### config.mk
export PLATFORM = sky130hd
export DESIGN_NAME = spi_slave_flat
export DESIGN_NICKNAME = d
export VERILOG_FILES = /design/src/rtl/spi_slave_if.sv /design/src/rtl/spi_slave.sv /design/src/flat_wrapper.sv
export SDC_FILE = /design/constraint.sdc
export NUM_CORES = 1
export LEC_CHECK = 0
export BUFFER_PORTS_ARGS = -buffer_cell sky130_fd_sc_hd__buf_2
export CELL_PAD_IN_SITES_DETAIL_PLACEMENT = 1
export CELL_PAD_IN_SITES_GLOBAL_PLACEMENT = 2
export CORE_ASPECT_RATIO = 0.6
export CORE_MARGIN = 2
export CORE_UTILIZATION = 34
export CTS_CLUSTER_DIAMETER = 30
export DETAILED_ROUTE_END_ITERATION = 10
export PLACE_DENSITY = 0.83
export SYNTH_ARGS = -nofsm -noshare
export SYNTH_HDL_FRONTEND = slang
export SYNTH_SLANG_ARGS = --single-unit
### constraint.sdc
create_clock -name clk -period 3.2 [get_ports clk]
set_clock_uncertainty 0.1 [all_clocks]
set_input_delay 0.96 -clock clk [delete_from_list [all_inputs] [get_ports clk]]
set_output_delay 0.96 -clock clk [all_outputs]
set_load 0.02 [all_outputs]
### src/rtl/spi_slave_if.sv
// SPI pin bundle between an SPI master and the spi_slave responder.
interface spi_slave_if;
  logic SCLK;
  logic SS;
  logic MOSI;
  logic MISO;

  modport master (output SCLK, output SS, output MOSI, input MISO);
  modport slave  (input SCLK, input SS, input MOSI, output MISO);
endinterface

### src/rtl/spi_slave.sv
// Oversampling SPI responder, all four CPOL/CPHA modes, back-to-back bytes while SS stays low.
// Optional feature macro: SPI_SLAVE_OVERRUN_EN (adds rx_ack/overrun receive-overrun tracking).
module spi_slave #(
  parameter int SYNC_STAGES = 2
) (
  input  logic        clk,
  input  logic        rst,
  input  logic        CPOL,
  input  logic        CPHA,
  input  logic [7:0]  tx_data,
  output logic        tx_load,
  output logic [7:0]  rx_data,
  output logic        done,
  output logic        busy,
`ifdef SPI_SLAVE_OVERRUN_EN
  input  logic        rx_ack,
  output logic        overrun,
`endif
  spi_slave_if.slave  spi
);

  typedef enum logic [1:0] {IDLE, LOAD, XFER} state_t;

  state_t                 state_q, state_d;
  logic [SYNC_STAGES-1:0] sclk_sync_q, sclk_sync_d;
  logic [SYNC_STAGES-1:0] ss_sync_q, ss_sync_d;
  logic [SYNC_STAGES-1:0] mosi_sync_q, mosi_sync_d;
  logic                   sclk_hist_q, sclk_hist_d;
  logic                   ss_hist_q, ss_hist_d;
  logic [2:0]             bit_cnt_q, bit_cnt_d;
  logic [6:0]             rx_shift_q, rx_shift_d;
  logic [7:0]             tx_shift_q, tx_shift_d;
  logic [7:0]             rx_data_q, rx_data_d;
  logic                   done_q, done_d;
  logic                   reload_pend_q, reload_pend_d;
  logic                   lead_seen_q, lead_seen_d;
  logic                   sclk_sync, ss_sync, mosi_sync;
  logic                   sck_now, sck_prev, lead_edge, trail_edge;
  logic                   sample_edge, shift_edge, ss_fall;
  logic                   complete, reload_now;

  always_comb begin
    sclk_sync   = sclk_sync_q[SYNC_STAGES-1];
    ss_sync     = ss_sync_q[SYNC_STAGES-1];
    mosi_sync   = mosi_sync_q[SYNC_STAGES-1];
    sclk_sync_d = {sclk_sync_q[SYNC_STAGES-2:0], spi.SCLK};
    ss_sync_d   = {ss_sync_q[SYNC_STAGES-2:0], spi.SS};
    mosi_sync_d = {mosi_sync_q[SYNC_STAGES-2:0], spi.MOSI};
    sclk_hist_d = sclk_sync;
    ss_hist_d   = ss_sync;
    // Normalising by CPOL makes "leading" always a 0->1 transition.
    sck_now     = sclk_sync ^ CPOL;
    sck_prev    = sclk_hist_q ^ CPOL;
    lead_edge   = sck_now & ~sck_prev;
    trail_edge  = ~sck_now & sck_prev;
    sample_edge = CPHA ? trail_edge : lead_edge;
    shift_edge  = CPHA ? lead_edge : trail_edge;
    ss_fall     = ss_hist_q & ~ss_sync;
  end

  always_comb begin
    state_d       = state_q;
    bit_cnt_d     = bit_cnt_q;
    rx_shift_d    = rx_shift_q;
    tx_shift_d    = tx_shift_q;
    rx_data_d     = rx_data_q;
    done_d        = 1'b0;
    reload_pend_d = reload_pend_q;
    lead_seen_d   = lead_seen_q;
    complete      = 1'b0;
    reload_now    = 1'b0;
    tx_load       = 1'b0;

    case (state_q)
      IDLE: begin
        bit_cnt_d     = 3'd0;
        rx_shift_d    = 7'd0;
        tx_shift_d    = 8'd0;
        reload_pend_d = 1'b0;
        lead_seen_d   = 1'b0;
        if (ss_fall) state_d = LOAD;
      end
      LOAD: begin
        tx_shift_d = tx_data;
        tx_load    = 1'b1;
        state_d    = XFER;
      end
      XFER: begin
        if (sample_edge) begin
          rx_shift_d = {rx_shift_q[5:0], mosi_sync};
          bit_cnt_d  = bit_cnt_q + 3'd1;
          if (bit_cnt_q == 3'd7) begin
            complete      = 1'b1;
            rx_data_d     = {rx_shift_q, mosi_sync};
            done_d        = 1'b1;
            reload_pend_d = 1'b1;
            lead_seen_d   = 1'b0;
          end
        end
        if (shift_edge) begin
          // With CPHA=1 bit 7 is already on MISO, so the first leading edge only reloads (bytes 2..n).
          if (!CPHA) begin
            if (reload_pend_q) reload_now = 1'b1;
            else               tx_shift_d = {tx_shift_q[6:0], 1'b0};
          end else if (!lead_seen_q) begin
            lead_seen_d = 1'b1;
            reload_now  = reload_pend_q;
          end else begin
            tx_shift_d = {tx_shift_q[6:0], 1'b0};
          end
        end
        if (reload_now) begin
          tx_shift_d    = tx_data;
          reload_pend_d = 1'b0;
          tx_load       = 1'b1;
        end
      end
      default: state_d = IDLE;
    endcase

    // SS deselect aborts any partial byte; rx_data keeps the last complete one.
    if (ss_sync && state_q != IDLE) begin
      state_d       = IDLE;
      bit_cnt_d     = 3'd0;
      rx_shift_d    = 7'd0;
      tx_shift_d    = 8'd0;
      rx_data_d     = rx_data_q;
      done_d        = 1'b0;
      reload_pend_d = 1'b0;
      lead_seen_d   = 1'b0;
      complete      = 1'b0;
      tx_load       = 1'b0;
    end
  end

  always_ff @(posedge clk) begin
    if (rst) begin
      state_q       <= IDLE;
      sclk_sync_q   <= {SYNC_STAGES{CPOL}};
      ss_sync_q     <= {SYNC_STAGES{1'b1}};
      mosi_sync_q   <= '0;
      sclk_hist_q   <= CPOL;
      ss_hist_q     <= 1'b1;
      bit_cnt_q     <= 3'd0;
      rx_shift_q    <= 7'd0;
      tx_shift_q    <= 8'd0;
      rx_data_q     <= 8'd0;
      done_q        <= 1'b0;
      reload_pend_q <= 1'b0;
      lead_seen_q   <= 1'b0;
    end else begin
      state_q       <= state_d;
      sclk_sync_q   <= sclk_sync_d;
      ss_sync_q     <= ss_sync_d;
      mosi_sync_q   <= mosi_sync_d;
      sclk_hist_q   <= sclk_hist_d;
      ss_hist_q     <= ss_hist_d;
      bit_cnt_q     <= bit_cnt_d;
      rx_shift_q    <= rx_shift_d;
      tx_shift_q    <= tx_shift_d;
      rx_data_q     <= rx_data_d;
      done_q        <= done_d;
      reload_pend_q <= reload_pend_d;
      lead_seen_q   <= lead_seen_d;
    end
  end

`ifdef SPI_SLAVE_OVERRUN_EN
  logic rx_valid_q, rx_valid_d;
  logic overrun_q, overrun_d;

  // A completion in the same cycle as rx_ack wins: the new byte stays valid, no overrun.
  always_comb begin
    rx_valid_d = rx_valid_q;
    overrun_d  = overrun_q;
    if (complete) begin
      rx_valid_d = 1'b1;
      if (rx_valid_q && !rx_ack) overrun_d = 1'b1;
    end else if (rx_ack) begin
      rx_valid_d = 1'b0;
    end
    if (rx_ack) overrun_d = 1'b0;
  end

  always_ff @(posedge clk) begin
    if (rst) begin
      rx_valid_q <= 1'b0;
      overrun_q  <= 1'b0;
    end else begin
      rx_valid_q <= rx_valid_d;
      overrun_q  <= overrun_d;
    end
  end

  assign overrun = overrun_q;
`else
  logic unused_complete;
  assign unused_complete = complete;
`endif

  assign rx_data  = rx_data_q;
  assign done     = done_q;
  assign busy     = (state_q != IDLE);
  assign spi.MISO = busy ? tx_shift_q[7] : 1'b0;

endmodule

### src/flat_wrapper.sv
// flat-port wrapper written by rule: the top's interface ports become plain ports
module spi_slave_flat 
#(
  parameter int SYNC_STAGES = 2
)
  (clk, rst, CPOL, CPHA, tx_data, tx_load, rx_data, done, busy, spi_SCLK, spi_SS, spi_MOSI, spi_MISO);
  spi_slave_if spi_i ();
  input  logic clk;
  input  logic rst;
  input  logic CPOL;
  input  logic CPHA;
  input  logic [7:0] tx_data;
  output logic tx_load;
  output logic [7:0] rx_data;
  output logic done;
  output logic busy;
  input wire logic [$bits(spi_i.SCLK)-1:0] spi_SCLK;
  input wire logic [$bits(spi_i.SS)-1:0] spi_SS;
  input wire logic [$bits(spi_i.MOSI)-1:0] spi_MOSI;
  output wire logic [$bits(spi_i.MISO)-1:0] spi_MISO;
  assign spi_i.SCLK = spi_SCLK;
  assign spi_i.SS = spi_SS;
  assign spi_i.MOSI = spi_MOSI;
  assign spi_MISO = spi_i.MISO;
  spi_slave #(.SYNC_STAGES(SYNC_STAGES)) u_core (.clk(clk), .rst(rst), .CPOL(CPOL), .CPHA(CPHA), .tx_data(tx_data), .tx_load(tx_load), .rx_data(rx_data), .done(done), .busy(busy), .spi(spi_i));
endmodule
==> results.sh, run 1 <==
export IMPL_fin_crit_sh_pct=96.4
export IMPL_clkSinkCount=39
export IMPL_vdd_drop_max_mv=0.236
export IMPL_tns_ns=0
export IMPL_p_sw_uw=230
export IMPL_cts_path_max_buffers=2
export IMPL_gr_usage_all_layers_pct=16.2
export IMPL_p_leak_uw=0.000991
export IMPL_crit_fanout=5
export IMPL_fmax_mhz=324
export IMPL_initial_core_util_pct=35.3
export IMPL_rsz0062_at_grt="no"
export IMPL_layout_setup_ws_ns=0.116
export IMPL_p_clk_share_pct=42.2
export IMPL_worstSetupPathType="in -> out"
export IMPL_gp_congestion=0.723
export IMPL_via_count=1487
export IMPL_final_common_cell="dfxtp_1"
export IMPL_dp_hpwl_um=3090
export IMPL_dr_pass1_iters=4
export IMPL_numPortBuffers=26
export IMPL_min_period_ns=3.08
export IMPL_critPathArrivalTime_ns=2.02
export IMPL_area_growth_pct=24.7
export IMPL_die_area_um2=5860
export IMPL_vias_per_cell=4.92
export IMPL_syn_num_nets=222
export IMPL_core_area_um2=5050
export IMPL_wire_per_inst_um=14.3
export IMPL_rows=20
export IMPL_setup_viol=0
export IMPL_drive_above_1_share_pct=25.0
export IMPL_drv_cap=0
export IMPL_hold_ws_ns=0.316
export IMPL_async_reset_ff_share_pct=0
export IMPL_hold_class="reg -> reg"
export IMPL_antenna_found_initial=0
export IMPL_ys_seq_area_share_pct=43.8
export IMPL_power_frac_seq_pct=49.5
export IMPL_grt_pass1_vias=1485
export IMPL_die_y_um=60.1
export IMPL_clk_latency_ns=0.29
export IMPL_pre_cts_ws_ns=-0.0546
export IMPL_cts_buffers_inserted=5
export IMPL_p_comb_share_pct=8.2
export IMPL_worst_pin_slew_ns=0.479
export IMPL_slew_headroom_pct=68.1
export IMPL_reg2regPathDepth=7
export IMPL_ys_flop_type="dfxtp_1"
export IMPL_hp_start="u_core.ss_sync_q[0]$_SDFF_PP1_"
export IMPL_critPathLaunch="CPOL"
export IMPL_ant_nets=0
export IMPL_cts_tree="yes"
export IMPL_fin_nets=257
export IMPL_drt_iter0_drc=78
export IMPL_overflow=0
export IMPL_regToRegStartpoint="u_core.sclk_sync_q[1]$_DFF_P_"
export IMPL_slew_viol_final=0
export IMPL_start_kind="input port"
export IMPL_cts_max_level=2
export IMPL_grt_max_degree=23
export IMPL_syn_area_um2=1780
export IMPL_p_per_area_nw_per_um2=454
export IMPL_postSynthAreaPerCell_um2=8.91
export IMPL_hold_path_depth=1
export IMPL_routed_wl_um=4300
export IMPL_grt_pass1_wl_um=7290
export IMPL_internal_power_uw=779
export IMPL_status="completed"
export IMPL_synth_edf_count=0
export IMPL_ys_warnings_count=0
export IMPL_synth_cell_types=33
export IMPL_ys_seq_elements=39
export IMPL_hold_viol=0
export IMPL_diodes=0
export IMPL_required_ns=2.14
export IMPL_syn_inst=200
export IMPL_io_pins=27
export IMPL_cts_root_buffer="clkbuf_8"
export IMPL_swShare_pct=22.8
export IMPL_layout_common_cells="dfxtp_1 (39), buf_2 (23), nand3_1 (21)"
export IMPL_end_kind="output pin"
export IMPL_clk_pin_slew_ns=0.08
export IMPL_fillCellCount=614
export IMPL_die_w_um=97.5
export IMPL_route_detailed_drc=0
export IMPL_postCtsHoldBufs=0
worst max-delay path: stages:
cell and delay, ns:
buf_4 0.12, nand4b_1 0.19, a21oi_4 0.23, o31ai_4 0.08
o2bb2a_4 0.24, nor2_4 0.08, buf_6 0.11
cell families (layout without fill, tap and decap cells):
group | count (synthesis) | count (layout) | synth area share, %
AO/OA/AOI/OAI | 37 | 37 | 14.7
XOR/XNOR | 1 | 1 | 0.491
adder cells (fa/ha/maj) | 7 | 7 | 4.91
buffers and inverters | 22 | 58 | 4.84
flip-flops | 39 | 39 | 43.8
multiplexers | 15 | 15 | 8.42
AND/OR/NAND/NOR | 79 | 79 | 22.9
what timing repair did:
| item | 4_1_cts | 5_1_grt |
|---|---|---|
| setup endpoints to repair | 1 | 1 |
| pin swaps | 2 | 2 |
| setup buffers | 1 | 2 |
| resized for setup | 5 | 8 |
registers in the layout, summed over array words and instances, names as in the netlist:
signal,flops
u_core.rx_data,8
u_core.tx_shift_q,8
u_core.rx_shift_q,7
u_core.bit_cnt_q,3
u_core.mosi_sync_q,2
u_core.sclk_sync_q,2
u_core.ss_sync_q,2
u_core.state_q,2
u_core.done,1
u_core.lead_seen_q,1
u_core.reload_pend_q,1
u_core.sclk_hist_q,1
u_core.ss_hist_q,1
power groups by stage:
stage / clock network, uW / registers, uW / logic, uW
2_1_floorplan: 0 / 508 / 45.4
5_1_grt: 464 / 501 / 93.2
3_5_place_dp: 0 / 510 / 73.7
4_1_cts: 443 / 499 / 78.8
3_3_place_gp: 0 / 510 / 71.8
6_report: 426 / 500 / 83.2
through the flow:
stage	cells	cell area, um^2	util, %	total power [uW]
after global placement	291	2020	39.9	581
after floorplan	200	1780	-	553
after CTS	300	2170	43.0	1020
final	302	2220	44.0	1010
after global routing	302	2220	44.0	1060
after detailed placement	291	2020	39.9	584
per-layer routing:
metal / global-route usage [%] / up-vias / part of all wire (%)
met2: 25.7 / 22 / 42
met4: 5.95 / 0 / 1.0
li1: - / 762 / -
met3: 4.09 / 4 / 3.9
met1: 21.7 / 699 / 53
met5: 0 / - / 0
cell usage after synthesis, drive strengths merged, types with 2 or more instances:
cell type / number / area share (%)
buf: 3 / 0.84
nor2b: 5 / 1.8
o221ai: 5 / 2.5
inv: 13 / 2.7
nand3: 21 / 5.9
nor2: 14 / 2.9
nand2: 20 / 4.2
nand4: 2 / 0.70
a21oi: 16 / 4.7
o31ai: 3 / 2.3
nand4b: 2 / 0.98
a31o: 2 / 0.98
o21ai: 6 / 1.7
nand2b: 6 / 2.1
or2: 4 / 1.4
clkbuf: 6 / 1.3
mux2i: 15 / 8.4
dfxtp: 39 / 44
ha: 7 / 4.9
cell type report:
type,count,area (um^2),share of cell area [%]
multi-input combinational,139,966,43.4
sequential,39,781,35.1
timing repair buffer,37,228,10.2
clock buffer,6,82.6,3.71
tap,66,82.6,3.71
inverter,13,48.8,2.19
clock inverter,2,35.0,1.58
path summary, 6_finish.rpt:
kind / to / slack (ns)
worst min register to register: u_core.ss_sync_q[1]$_SDFF_PP1_ / 0.32
worst max register to register: u_core.tx_shift_q[6]$_SDFFE_PP0P_ / 1.06
worst max-delay path: tx_load / 0.12
worst min-delay path: u_core.ss_sync_q[1]$_SDFF_PP1_ / 0.32
Note: power is estimated with default switching activity, not from simulation.
==> run 2: changes to the inputs <==
--- a/config.mk
+++ b/config.mk
@@ -8,7 +8,7 @@
 export BUFFER_PORTS_ARGS = -buffer_cell sky130_fd_sc_hd__buf_2
 export CELL_PAD_IN_SITES_DETAIL_PLACEMENT = 1
 export CELL_PAD_IN_SITES_GLOBAL_PLACEMENT = 2
-export CORE_ASPECT_RATIO = 0.6
+export CORE_ASPECT_RATIO = 0.5
 export CORE_MARGIN = 2
 export CORE_UTILIZATION = 34
 export CTS_CLUSTER_DIAMETER = 30
==> run 2 against run 1 <==
Register-to-register slack is essentially flat. Critical path type unchanged. Sequential power hardly changed. Highest routed layer unchanged. Worst setup slack worse by 0.042 ns.
==> results.sh, run 2 (same netlist as run 1, synthesis figures left out) <==
export IMPL_status="completed"
export IMPL_dr_pass1_iters=4
export IMPL_required_ns=2.14
export IMPL_rows=18
export IMPL_final_common_cell="dfxtp_1"
export IMPL_p_leak_uw=0.000983
export IMPL_fmax_mhz=320
export IMPL_reg2reg_slack_ns=1.07
export IMPL_via_count=1536
export IMPL_dp_hpwl_um=2910
export IMPL_worst_pin_slew_ns=0.479
export IMPL_route_detailed_drc=0
export IMPL_end_kind="output pin"
export IMPL_die_y_um=55.2
export IMPL_setup_viol=0
export IMPL_start_kind="input port"
export IMPL_routed_wl_um=4360
export IMPL_core_area_um2=4980
export IMPL_crit_family="compound AO/OA/AOI/OAI gates"
export IMPL_layout_common_cells="dfxtp_1 (39), buf_2 (23), nand3_1 (21)"
export IMPL_die_area_um2=5870
export IMPL_cts_tree="yes"
export IMPL_grt_max_degree=23
export IMPL_slew_headroom_pct=68.1
export IMPL_cts_root_buffer="clkbuf_8"
export IMPL_wire_per_inst_um=14.3
export IMPL_numPortBuffers=26
export IMPL_grt_pass1_wl_um=7260
export IMPL_cp_cell_sequence="buf_4, nand4b_1, a21oi_4, o31ai_4, o2bb2a_4, nor2_2, buf_6"
export IMPL_cts_buffers_inserted=5
export IMPL_diodes=0
export IMPL_critPathArrivalTime_ns=2.07
export IMPL_grt_pass1_vias=1497
export IMPL_postCtsHoldBufs=0
export IMPL_io_pins=27
export IMPL_initial_core_util_pct=35.8
export IMPL_hold_ws_ns=0.314
export IMPL_ant_nets=0
export IMPL_clk_latency_ns=0.29
export IMPL_p_per_area_nw_per_um2=482
export IMPL_gp_congestion=0.711
export IMPL_fin_nets=255
export IMPL_vias_per_cell=5.05
export IMPL_slowest_delay_ns=0.24
export IMPL_drv_cap=0
export IMPL_slowest_stage="a21oi_4"
export IMPL_cts_path_max_buffers=2
export IMPL_hold_viol=0
export IMPL_worstSetupPathType="in -> out"
export IMPL_hold_class="reg -> reg"
export IMPL_fin_crit_sh_pct=97.7
export IMPL_vdd_drop_max_mv=0.194
export IMPL_cp_num_buf_inv=2
export IMPL_clk_pin_slew_ns=0.07
export IMPL_area_growth_pct=24.5
export IMPL_gr_usage_all_layers_pct=15.4
export IMPL_crit_fanout=5
export IMPL_overflow=0
export IMPL_clkSinkCount=39
export IMPL_die_w_um=106
export IMPL_dp_cells=294
export IMPL_antenna_found_initial=0
export IMPL_cts_max_level=2
export IMPL_drive_above_1_share_pct=23.9
export IMPL_fillCellCount=594
export IMPL_final_cell_count_no_fill=304
export IMPL_drt_iter0_drc=41
export IMPL_rsz0062_at_grt="no"
export IMPL_slew_viol_final=0
export IMPL_min_period_ns=3.13
==> run 2: cell count changes in the layout (fill, tap and decap cells not counted) <==
cell	before	now
buf_4	12	10
clkbuf_4	0	1
bufinv_16	1	2
buf_6	2	1
clkbuf_8	6	5
clkbuf_1	0	1
clkinv_2	1	0
nor2_4	1	0
nor2_2	0	1
==> run 2: cell type report <==
type                       instances  area [um^2]  share of cell area (%)
multi-input combinational        139          961                    43.3
sequential                        39          781                    35.2
timing repair buffer              35          209                    9.41
tap                               70         87.6                    3.95
clock buffer                       6         72.6                    3.27
clock inverter                     2         60.1                    2.71
inverter                          13         48.8                    2.20
==> run 2: power by group <==
part | internal, uW | total, uW | leakage (uW) | switching, uW
Clock | 312 | 490 | 0.0000654 | 178
Sequential | 492 | 500 | 0.000316 | 7.65
Combinational | 32.8 | 81.2 | 0.000601 | 48.4
Total | 837 | 1070 | 0.000983 | 234
==> run 2: stage by stage <==
| step | utilization [%] | instance area, um^2 | worst slack [ns] | power [uW] | TNS, ns |
|---|---|---|---|---|---|
| floorplan | - | 1780 | 0.0160 | 553 | 0 |
| global placement | 40.5 | 2020 | -0.0181 | 580 | -0.0181 |
| detailed placement | 40.5 | 2020 | -0.0989 | 583 | -0.0989 |
| CTS | 43.9 | 2180 | 0.0227 | 1080 | 0 |
| global route | 44.6 | 2220 | 0.0109 | 1110 | 0 |
| finish | 44.6 | 2220 | 0.0733 | 1070 | 0 |
==> run 2: worst paths after layout <==
kind,from,to,depth (start not counted)
worst max-delay path,CPHA,tx_load,7
worst min-delay path,u_core.ss_sync_q[0]$_SDFF_PP1_,u_core.ss_sync_q[1]$_SDFF_PP1_,1
worst max register to register,u_core.sclk_sync_q[1]$_DFF_P_,u_core.tx_shift_q[0]$_SDFFE_PP0P_,6
worst min register to register,u_core.ss_sync_q[0]$_SDFF_PP1_,u_core.ss_sync_q[1]$_SDFF_PP1_,1
==> run 2: what timing repair did <==
item | in CTS | in global routing
setup endpoints to repair | 1 | 1
buffers inserted | 1 | 1
pin swaps | 2 | 2
resized for setup | 4 | 7
==> run 2: routing by layer <==
| metal | up-vias | track usage [%] | share of wire [%] |
|---|---|---|---|
| met2 | 23 | 24.4 | 46 |
| met5 | - | 0 | 0 |
| met1 | 743 | 20.9 | 50 |
| met4 | 0 | 3.90 | 0.94 |
| li1 | 766 | - | - |
| met3 | 4 | 4.25 | 3.2 |
